`src/rtl/hsi_msg_sched_if.sv`:
```
// hsi_msg_sched_if
//   Bundles the source-side handshake (req/grant/data/strobes) and the
//   coder-side byte path (q/q_rdy/cd_busy) of the HSI message scheduler.
//   Parameter N_SRC must match the scheduler instance.
//   Modports:
//     master : the scheduler (drives grant, q, q_rdy)
//     slave  : sources + coder (drive req, src_d, src_d_rdy, src_msg_end, cd_busy)
interface hsi_msg_sched_if #(
  parameter int N_SRC = 5
);
  logic [N_SRC-1:0]   req;
  logic [N_SRC-1:0]   grant;
  logic [8*N_SRC-1:0] src_d;
  logic [N_SRC-1:0]   src_d_rdy;
  logic [N_SRC-1:0]   src_msg_end;
  logic               cd_busy;
  logic [7:0]         q;
  logic               q_rdy;

  modport master (
    input  req, src_d, src_d_rdy, src_msg_end, cd_busy,
    output grant, q, q_rdy
  );

  modport slave (
    output req, src_d, src_d_rdy, src_msg_end, cd_busy,
    input  grant, q, q_rdy
  );
endinterface

```
`src/rtl/hsi_msg_sched.sv`:
```
// hsi_msg_sched
//   Arbitrates between N_SRC message sources, forwards the granted source's
//   payload bytes to the coder, then appends a CRC16-CCITT (poly 0x1021,
//   init 0xFFFF, MSB first) as two bytes, high byte first. A message longer
//   than MAX_LEN bytes is cut off with an overrun pulse and still gets its CRC.
//   Ports:
//     clk      : system clock, rising edge
//     n_rst    : asynchronous active-low reset
//     hsi      : hsi_msg_sched_if.master (req/grant/src_* in, q/q_rdy out, cd_busy in)
//     busy     : high whenever the FSM is not in IDLE
//     overrun  : one-cycle strobe on forced termination at MAX_LEN
//   Build option:
//     HSI_SCHED_ROUND_ROBIN_EN defined   -> round-robin arbitration
//     HSI_SCHED_ROUND_ROBIN_EN undefined -> fixed priority, lowest index wins
//
//   state  | meaning
//   IDLE   | no message; arbitrate when any req is high
//   SEND   | forwarding payload bytes of the granted source
//   CRC_HI | waiting to emit CRC[15:8]
//   CRC_LO | waiting to emit CRC[7:0], then release grant
module hsi_msg_sched #(
  parameter int N_SRC   = 5,
  parameter int MAX_LEN = 64
) (
  input  logic            clk,
  input  logic            n_rst,
  hsi_msg_sched_if.master hsi,
  output logic            busy,
  output logic            overrun
);

  localparam int PTR_W = $clog2(N_SRC);

  typedef enum logic [1:0] {IDLE, SEND, CRC_HI, CRC_LO} state_t;

  state_t           state_q;
  logic [N_SRC-1:0] grant_q;
  logic [N_SRC-1:0] pick;
  logic [7:0]       q_q;
  logic             q_rdy_q;
  logic             overrun_q;
  logic [15:0]      crc_q;
  logic [7:0]       cnt_q;
  logic [7:0]       sel_d;
  logic             byte_stb;
  logic             end_stb;

  function automatic logic [15:0] crc_byte(input logic [15:0] c, input logic [7:0] d);
    logic [15:0] r;
    r = c ^ {d, 8'h00};
    for (int b = 0; b < 8; b++) begin
      r = r[15] ? ({r[14:0], 1'b0} ^ 16'h1021) : {r[14:0], 1'b0};
    end
    return r;
  endfunction

  // Strobes from non-granted sources are masked off here.
  assign byte_stb = |(hsi.src_d_rdy & grant_q);
  assign end_stb  = |(hsi.src_msg_end & grant_q);

  always_comb begin
    sel_d = 8'h00;
    for (int i = 0; i < N_SRC; i++) begin
      if (grant_q[i]) sel_d = sel_d | hsi.src_d[8*i +: 8];
    end
  end

`ifdef HSI_SCHED_ROUND_ROBIN_EN
  logic [PTR_W-1:0] rr_ptr_q;
  logic [PTR_W-1:0] pick_idx;
  logic             found;

  // Search order: rr_ptr+1, rr_ptr+2, ... wrapping modulo N_SRC.
  always_comb begin
    pick     = '0;
    pick_idx = rr_ptr_q;
    found    = 1'b0;
    for (int k = 1; k <= N_SRC; k++) begin
      for (int i = 0; i < N_SRC; i++) begin
        if (!found && hsi.req[i] && (i == (int'(rr_ptr_q) + k) % N_SRC)) begin
          pick[i]  = 1'b1;
          pick_idx = PTR_W'(i);
          found    = 1'b1;
        end
      end
    end
  end

  always_ff @(posedge clk or negedge n_rst) begin
    if (!n_rst) begin
      rr_ptr_q <= PTR_W'(N_SRC - 1);
    end else if (state_q == IDLE && |hsi.req) begin
      rr_ptr_q <= pick_idx;
    end
  end
`else
  logic found;

  always_comb begin
    pick  = '0;
    found = 1'b0;
    for (int i = 0; i < N_SRC; i++) begin
      if (!found && hsi.req[i]) begin
        pick[i] = 1'b1;
        found   = 1'b1;
      end
    end
  end
`endif

  always_ff @(posedge clk or negedge n_rst) begin
    if (!n_rst) begin
      state_q   <= IDLE;
      grant_q   <= '0;
      q_q       <= 8'h00;
      q_rdy_q   <= 1'b0;
      overrun_q <= 1'b0;
      crc_q     <= 16'hFFFF;
      cnt_q     <= 8'h00;
    end else begin
      q_rdy_q   <= 1'b0;
      overrun_q <= 1'b0;
      case (state_q)
        IDLE: begin
          if (|hsi.req) begin
            grant_q <= pick;
            crc_q   <= 16'hFFFF;
            cnt_q   <= 8'h00;
            state_q <= SEND;
          end
        end
        SEND: begin
          if (byte_stb) begin
            q_q     <= sel_d;
            q_rdy_q <= 1'b1;
            crc_q   <= crc_byte(crc_q, sel_d);
            cnt_q   <= cnt_q + 8'd1;
          end
          // A byte arriving with the end strobe is forwarded above first.
          if (end_stb) begin
            state_q <= CRC_HI;
          end else if (byte_stb && cnt_q == 8'(MAX_LEN - 1)) begin
            overrun_q <= 1'b1;
            state_q   <= CRC_HI;
          end
        end
        // q_rdy_q low guarantees a gap cycle between consecutive coder bytes.
        CRC_HI: begin
          if (!hsi.cd_busy && !q_rdy_q) begin
            q_q     <= crc_q[15:8];
            q_rdy_q <= 1'b1;
            state_q <= CRC_LO;
          end
        end
        CRC_LO: begin
          if (!hsi.cd_busy && !q_rdy_q) begin
            q_q     <= crc_q[7:0];
            q_rdy_q <= 1'b1;
            grant_q <= '0;
            state_q <= IDLE;
          end
        end
        default: state_q <= IDLE;
      endcase
    end
  end

  assign hsi.grant = grant_q;
  assign hsi.q     = q_q;
  assign hsi.q_rdy = q_rdy_q;
  assign busy      = (state_q != IDLE);
  assign overrun   = overrun_q;

endmodule

```
`src/flat_wrapper.sv`:
```
// flat-port wrapper written by rule: the top's interface ports become plain ports
module hsi_msg_sched_flat 
#(
  parameter int N_SRC   = 5,
  parameter int MAX_LEN = 64
)
  (clk, n_rst, busy, overrun, hsi_req, hsi_src_d, hsi_src_d_rdy, hsi_src_msg_end, hsi_cd_busy, hsi_grant, hsi_q, hsi_q_rdy);
  hsi_msg_sched_if #(.N_SRC(N_SRC)) hsi_i ();
  input  logic clk;
  input  logic n_rst;
  output logic busy;
  output logic overrun;
  input wire logic [$bits(hsi_i.req)-1:0] hsi_req;
  input wire logic [$bits(hsi_i.src_d)-1:0] hsi_src_d;
  input wire logic [$bits(hsi_i.src_d_rdy)-1:0] hsi_src_d_rdy;
  input wire logic [$bits(hsi_i.src_msg_end)-1:0] hsi_src_msg_end;
  input wire logic [$bits(hsi_i.cd_busy)-1:0] hsi_cd_busy;
  output wire logic [$bits(hsi_i.grant)-1:0] hsi_grant;
  output wire logic [$bits(hsi_i.q)-1:0] hsi_q;
  output wire logic [$bits(hsi_i.q_rdy)-1:0] hsi_q_rdy;
  assign hsi_i.req = hsi_req;
  assign hsi_i.src_d = hsi_src_d;
  assign hsi_i.src_d_rdy = hsi_src_d_rdy;
  assign hsi_i.src_msg_end = hsi_src_msg_end;
  assign hsi_i.cd_busy = hsi_cd_busy;
  assign hsi_grant = hsi_i.grant;
  assign hsi_q = hsi_i.q;
  assign hsi_q_rdy = hsi_i.q_rdy;
  hsi_msg_sched #(.N_SRC(N_SRC), .MAX_LEN(MAX_LEN)) u_core (.clk(clk), .n_rst(n_rst), .hsi(hsi_i), .busy(busy), .overrun(overrun));
endmodule
```
`config.mk`:
```
export PLATFORM = sky130hd
export DESIGN_NAME = hsi_msg_sched_flat
export DESIGN_NICKNAME = d
export VERILOG_FILES = /design/src/rtl/hsi_msg_sched_if.sv /design/src/rtl/hsi_msg_sched.sv /design/src/flat_wrapper.sv
export SDC_FILE = /design/constraint.sdc
export NUM_CORES = 1
export LEC_CHECK = 0
export ABC_AREA = 1
export ABC_CLOCK_PERIOD_IN_PS = 1700
export CELL_PAD_IN_SITES_DETAIL_PLACEMENT = 2
export CELL_PAD_IN_SITES_GLOBAL_PLACEMENT = 2
export CORE_ASPECT_RATIO = 0.6
export CORE_MARGIN = 2
export CORE_UTILIZATION = 24
export CTS_CLUSTER_SIZE = 14
export DETAILED_ROUTE_END_ITERATION = 8
export PLACE_DENSITY_LB_ADDON = 0.1
export SLEW_MARGIN = 10
export SYNTH_ARGS = -nofsm -noshare
export SYNTH_HDL_FRONTEND = slang
export SYNTH_SLANG_ARGS = --single-unit
```
`constraint.sdc`:
```
create_clock -name clk -period 1.7 [get_ports clk]
set_clock_uncertainty 0.2 [all_clocks]
set_input_delay 0.34 -clock clk [delete_from_list [all_inputs] [get_ports clk]]
set_output_delay 0.34 -clock clk [all_outputs]
set_load 0.05 [all_outputs]
```
==> results.toml <==
[power_and_ir_drop]
p_seq_frac = 0.132
switching_share = 0.514
ir_drop_mv = 0.779
p_int_mw = 6.76
powerDensity_nw_per_um2 = 2360
p_total_mw = 13.9
combPwrFrac = 0.782
leakage_nw = 2.81
p_switching_mw = 7.14
p_clk_frac = 0.086

[global_routing]
grt_max_degree = 42
grt-ovfl-total = 0
grt_pass1_vias = 4164
grtUsageTotal = 0.228
antenna_found_initial = 0
grt_pass1_wl_um = 23800

[timing]
hold-worst-slack_ps = 346
tightestPinTransition_ps = 336
max_freq_ghz = 0.490
slew-limit-headroom = 0.775
final_min_period_over_clock_period = 1.20
drv_slew = 0
hold_viol_final = 0
setup_viol = 42
setup_ws_ps = -342
min_period_ps = 2040
rsz0062_at_grt = "true"

[drt]
drc = 0
ant_nets = 0
route.met3.wl_um = 920
wl_met1_um = 7380
wire_per_inst_um = 22.3
vias = 3822
drt_iter0_drc = 103
drt_pass1_iterations = 4
vias_per_cell = 4.90
highest_layer = "met4"
routed_wl_um = 17400
route.met2.wl_um = 8620

[floorplan]
coreArea_um2 = 12300
dieArea_um2 = 13700
rows = 31
die_height_um = 91.6
ioPinCount = 74
initial_core_util = 0.251
chipWidth_um = 150

[clocking]
cts_htree_levels = 2
clk_latency_ps = 300
cts_tree = "yes"
clk_path_buf_depth = 2
cts_buffers = 5
cts.sinks = 41
path_clk_slew_ps = 70
root_buffer = "clkbuf_16"

[setup_path]
slowest_delay_ps = 430
crit_type = "flip-flop to output port"
setup.worst_path.start_class = "flip-flop"
cp.required_ps = 1160
path_common_cell = "buf_12"
end_kind = "output port"
path_delay_family = "buffers and inverters"
arrival_ps = 1500
path_cells = "inv_2, ha_4, buf_6, clkinvlp_4, buf_12, buf_12"
worst-path-buf-inv = 5
crit_path_max_fanout = 3
crit_slowest_cell = "dfrtp_1"

[synthesis]
synth_compound_area_frac = 0.110
synthSimpleGateAreaFrac = 0.403
avgSynthCellArea_um2 = 6.90
synthMuxAreaShare = 0
synth_ff_type = "dfrtp_1"
synth_edf_count = 0
netlist_top_cells_area = "dfrtp_1 (20%), nand2_1 (19%), dfstp_2 (14%), inv_1 (7.9%), nand3_1 (6.8%)"
synth.top_cell.area_share = 0.204
synth_async_sr_flop_share = 1.00
synth_top_family_by_area = "simple AND/OR/NAND/NOR gates"
synth.top_cells.by_count = "nand2_1 (152), inv_1 (65), nand3_1 (42)"
synth_nets = 508
netlist.top_cell.by_area = "dfrtp_1"
yosysMostFrequentCell = "nand2_1"
yosys_warnings = 0
ys_seq_area_frac = 0.341
synthCells = 445
synth-adder-area-share = 0.0204
syn_area_um2 = 3070
synth-xor-area-share = 0.00855
synth_cell_types = 34
synth_seq_cells = 41

[outcome]
violations = "setup timing"
status = "complete, but fails checks"

[job]
cap_violations = 0

[place]
dpl.hpwl_um = 9900
portBuffers = 73
place_congestion = 0.782
dpl_cell_area_um2 = 4650

[finish]
num-fill-cells = 1349
antenna_cells = 0
drive_above_1_share = 0.520
postLayoutCellArea_um2 = 5900
syn_to_final_growth_pct = 91.9
final_nets = 677

[hold_path]
hold_path_class = "input port to flip-flop"
-- sequential cells by signal (all words and copies together), names as in the netlist --
signal	count
u_core.hsi.q_rdy	1
u_core.hsi.q	8
u_core.cnt_q	8
u_core.overrun	1
u_core.state_q	2
u_core.crc_q	16
u_core.hsi.grant	5
-- power groups by stage --
stage | sequential (mW) | combinational, mW | clock, mW
5_1_grt | 1.88 | 11.5 | 1.23
2_1_floorplan | 2.14 | 3.49 | 0
6_report | 1.84 | 10.9 | 1.19
3_3_place_gp | 1.85 | 6.76 | 0
3_5_place_dp | 1.87 | 6.99 | 0
4_1_cts | 1.78 | 8.76 | 1.18
-- layout by cell type (no fill, tap or decap), types with 3 or more instances in the layout --
master           count
a21oi_1              5
a21oi_2              3
buf_12              23
buf_4               61
buf_6               28
clkbuf_16            5
clkdlybuf4s50_1     53
dfrtp_1             20
dfrtp_2              5
dfstp_2             16
ha_4                 4
inv_1               54
inv_2               13
nand2_1             87
nand2_2             61
nand2_4             34
nand3_1             24
nand3_2             17
nand4_1              6
nor2_1               9
nor2_4              13
o21ai_0              5
o21ai_1             13
o21ai_2              8
o22ai_1              7
xor2_1               3
-- worst reg2reg max path, cell delays in order (launching register included) --
cell and delay, ps:
dfrtp_1 430, buf_4 180, ha_4 180, inv_2 80, buf_4 140, nor2_1 90, a21oi_4 220, nand2_4 130
o41ai_2 240
-- path summary, 6_finish.rpt --
path,startpoint,to,slack (ps),cells after the start
max,u_core.state_q[0],busy,-340,6
min,hsi_req[2],u_core.hsi.grant[2],350,3
max reg2reg,u_core.state_q[0],u_core.hsi.grant[4],-310,8
min reg2reg,u_core.crc_q[10],u_core.crc_q[10],350,2
max in group asynchronous,n_rst,u_core.crc_q[8],640,3
min in group asynchronous,n_rst,u_core.hsi.q[0],370,3
-- per-layer routing --
layer / track usage / up-vias
met4: 0.0432 / 0
met5: 0 / -
met3: 0.0398 / 34
met1: 0.306 / 1910
met2: 0.387 / 128
li1: - / 1750
-- metrics by stage --
stage	utilization	std cells	TNS [ps]	setup slack (ps)
3_5_place_dp	0.379	737	-14390	-431
2_1_floorplan	-	445	-386	-76.0
4_1_cts	0.438	773	-4730	-228
6_report	0.481	780	-9000	-342
3_3_place_gp	0.379	737	-11810	-354
5_1_grt	0.481	780	-11840	-384
-- cell type report --
cell class	instances	area (um2)	share of cell area
multi-input cells	324	2360	0.401
repair buffers	170	1810	0.307
flip-flops and latches	41	1050	0.178
inverters	71	283	0.0480
well taps	165	206	0.0350
clock buffers	7	143	0.0242
clock inverters	1	30.0	0.00509
repair inverters	1	7.51	0.00127
-- timing repair --
item,4_1_cts,5_1_grt
setup endpoints to repair,41,44
endpoints found under the hold margin,25,0
cloned,3,0
setup buffers,24,7
resized for setup,98,124
hold buffers,1,0
pin swaps,36,46
-- cell families (layout without fill, tap and decap cells) --
kind of cell	after synthesis	after routing
adder cells (fa/ha/maj)	5	5
AO/OA/AOI/OAI	55	55
XOR/XNOR	3	3
AND/OR/NAND/NOR	260	261
flip-flops	41	41
buffers and inverters	81	250
(Power assumes the default switching activity.)
==> patch (config.mk and constraints unchanged) <==
Re-encode `state_t` (4 states) as one-hot, 4 bits wide.
--- a/src/rtl/hsi_msg_sched.sv
+++ b/src/rtl/hsi_msg_sched.sv
@@ -32,5 +32,5 @@
   localparam int PTR_W = $clog2(N_SRC);
 
-  typedef enum logic [1:0] {IDLE, SEND, CRC_HI, CRC_LO} state_t;
+  typedef enum logic [3:0] {IDLE = 4'b0001, SEND = 4'b0010, CRC_HI = 4'b0100, CRC_LO = 4'b1000} state_t;
 
   state_t           state_q;
Function: same outputs for any inputs over 4 cycles, from zero or initial values and one cycle with n_rst low; so few cycles prove little.
==> patch against the original RTL <==
  * The run still ends with setup timing left
  * Largest cell class unchanged
  * Final area rose by 3.3%
  * Via count rose by 5.2%
  * Synthesized area shrank 4.7%
  * Routed wire length increased by 18%
  * Sequential cell count is 2 higher
  * Sequential power increased by 12%
  * Total power up 0.54%
  * Setup slack worse by 83 ps
  * Largest power group unchanged
==> patch: results (changes against the original RTL) <==
run status -> finished, violations left (unchanged)
failing checks -> setup timing (unchanged)
fraction of layout cells with a size suffix above 1 -> 0.548 (was 0.520)
sequential share of the synthesized area -> 0.375 (was 0.341)
Pleak -> 0.00288 uW (was 0.00281 uW)
share of flip-flops with an asynchronous set or reset -> 1.00 (unchanged)
fillers -> 1258 (was 1349)
Syn Nets -> 488 (was 508)
Overall Global Routing Usage -> 0.242 (was 0.228)
routability congestion estimate -> 0.800 (was 0.782)
critical-path maximum fanout -> 6 (was 3)
dpl ws -> -520 ps (was -431 ps)
met3 WL -> 1090 microns (was 920 microns)
worst flop-to-flop path startpoint -> u_core.hsi.grant[3]$_DFFE_PN0P_ (was u_core.state_q[0]$_DFFE_PN0P_)
fin nets -> 675 (was 677)
vias -> 4020 (was 3822)
Critical Path AT -> 2180 ps (was 1500 ps)
Initial DRC Count -> 186 (was 103)
ranking of synthesized cells by area -> nand2_1 23%, dfrtp_1 22%, dfstp_2 15% (was dfrtp_1 20%, nand2_1 19%, dfstp_2 14%)
M1 WL -> 8540 microns (was 7380 microns)
Top reg by flops -> u_core.crc_q (unchanged)
cts repair resizes -> 158 (was 98)
clk buf depth -> 2 (unchanged)
H-tree depth -> 2 (unchanged)
Syn-to-layout area delta -> 108% (was 91.9%)
count of final setup violators -> 47 (was 42)
Clock Root Buffer -> clkbuf_16 (unchanged)
Synth top cells by count -> 179 x nand2_1, 51 x inv_1, 37 x nand3_1 (was 152 x nand2_1, 65 x inv_1, 42 x nand3_1)
DP HPWL -> 10400 microns (was 9900 microns)
met1 Usage GRT -> 0.308 (was 0.306)
Unique masters post-synth -> 35 (was 34)
Detailed Routing Iterations Pass 1 -> 4 (unchanged)
wire per inst -> 26.4 microns (was 22.3 microns)
first-pass GRT wire length -> 23700 microns (was 23800 microns)
setup tns final -> -13660 ps (was -9000 ps)
Finished Layout Cells -> 782 (was 780)
critical path class -> flip-flop to flip-flop (was flip-flop to primary output)
ANT cells -> 0 (unchanged)
largest net degree at the start of global routing -> 29 (was 42)
FF-to-FF path depth -> 12 (was 8)
Slew HR -> 0.662 (was 0.775)
met3 Use GR -> 0.0520 (was 0.0398)
Hold Crit Class -> input port to asynchronous set/reset pin (was input port to flip-flop)
placed cell area -> 0.00454 sq mm (was 0.00465 sq mm)
vias in the first global route -> 4068 (was 4164)
Placed Cells -> 726 (was 737)
Mapped Cells -> 429 (was 445)
met2 wire length -> 10300 microns (was 8620 microns)
post-CTS setup buffers -> 25 (was 24)
worst setup path endpoint -> u_core.crc_q[5]$_DFFE_PN1P_ (was busy)
worst setup margin -> -425 ps (was -342 ps)
Reg clk slew, reported paths -> 70 ps (about the same)
initial antenna violation count -> 0 (unchanged)
M2 GR Usage -> 0.423 (was 0.387)
worst vdd ir -> 0.879 mV (was 0.779 mV)
patch: cell types whose count changed after synthesis, moves of 7 or more:
| cell | unedited run | this run |
|---|---|---|
| a21oi_1 | 9 | 2 |
| inv_1 | 65 | 51 |
| nand2_1 | 152 | 179 |
| nand2_2 | 28 | 2 |
| nor2_1 | 11 | 24 |
| o21ai_1 | 13 | 4 |
patch: worst min-delay path by stage:
stage | startpoint | to | slack (ps)
finish | n_rst | u_core.hsi.q_rdy$_DFF_PN0_ | 320
global placement | n_rst | u_core.hsi.grant[3]$_DFFE_PN0P_ | 70
global route | n_rst | u_core.hsi.q_rdy$_DFF_PN0_ | 330
CTS | n_rst | u_core.cnt_q[0]$_DFFE_PN0P_ | 310
floorplan | n_rst | u_core.cnt_q[0]$_DFFE_PN0P_ | -160
detailed placement | n_rst | u_core.hsi.q_rdy$_DFF_PN0_ | 80
patch: cell type report:
class | instances | area share
clock buffers | 6 | 0.0212
clock inverters | 2 | 0.00986
inverters | 57 | 0.0401
multi-input cells | 321 | 0.390
flip-flops and latches | 43 | 0.181
well taps | 165 | 0.0339
repair buffers | 188 | 0.324
patch: power breakdown:
group	switching (uW)	internal, uW
logic	6180	4430
clock network	465	845
registers	562	1500
total	7210	6770
patch: cell families (layout without fill, tap and decap cells):
group	after synthesis	in the layout	share of synthesized area
adders and majority gates	1	1	0.00427
and+or+nand+nor	260	261	0.383
buffers and inverters	66	253	0.0966
xor gates and xnor gates	5	5	0.0150
DFF	43	43	0.375
AOI/OAI and AO/OA	54	54	0.126
patch: worst max-delay path: stages, from the launching register on:
cell,delay (ps)
dfrtp_2,500
buf_6,160
nand2_2,70
nand3_2,140
nor2_4,160
nand2_1,90
nand2_1,150
nand2_1,100
nand2_2,130
nand2_1,90
nand3_1,130
nand2_2,80
inv_2,60
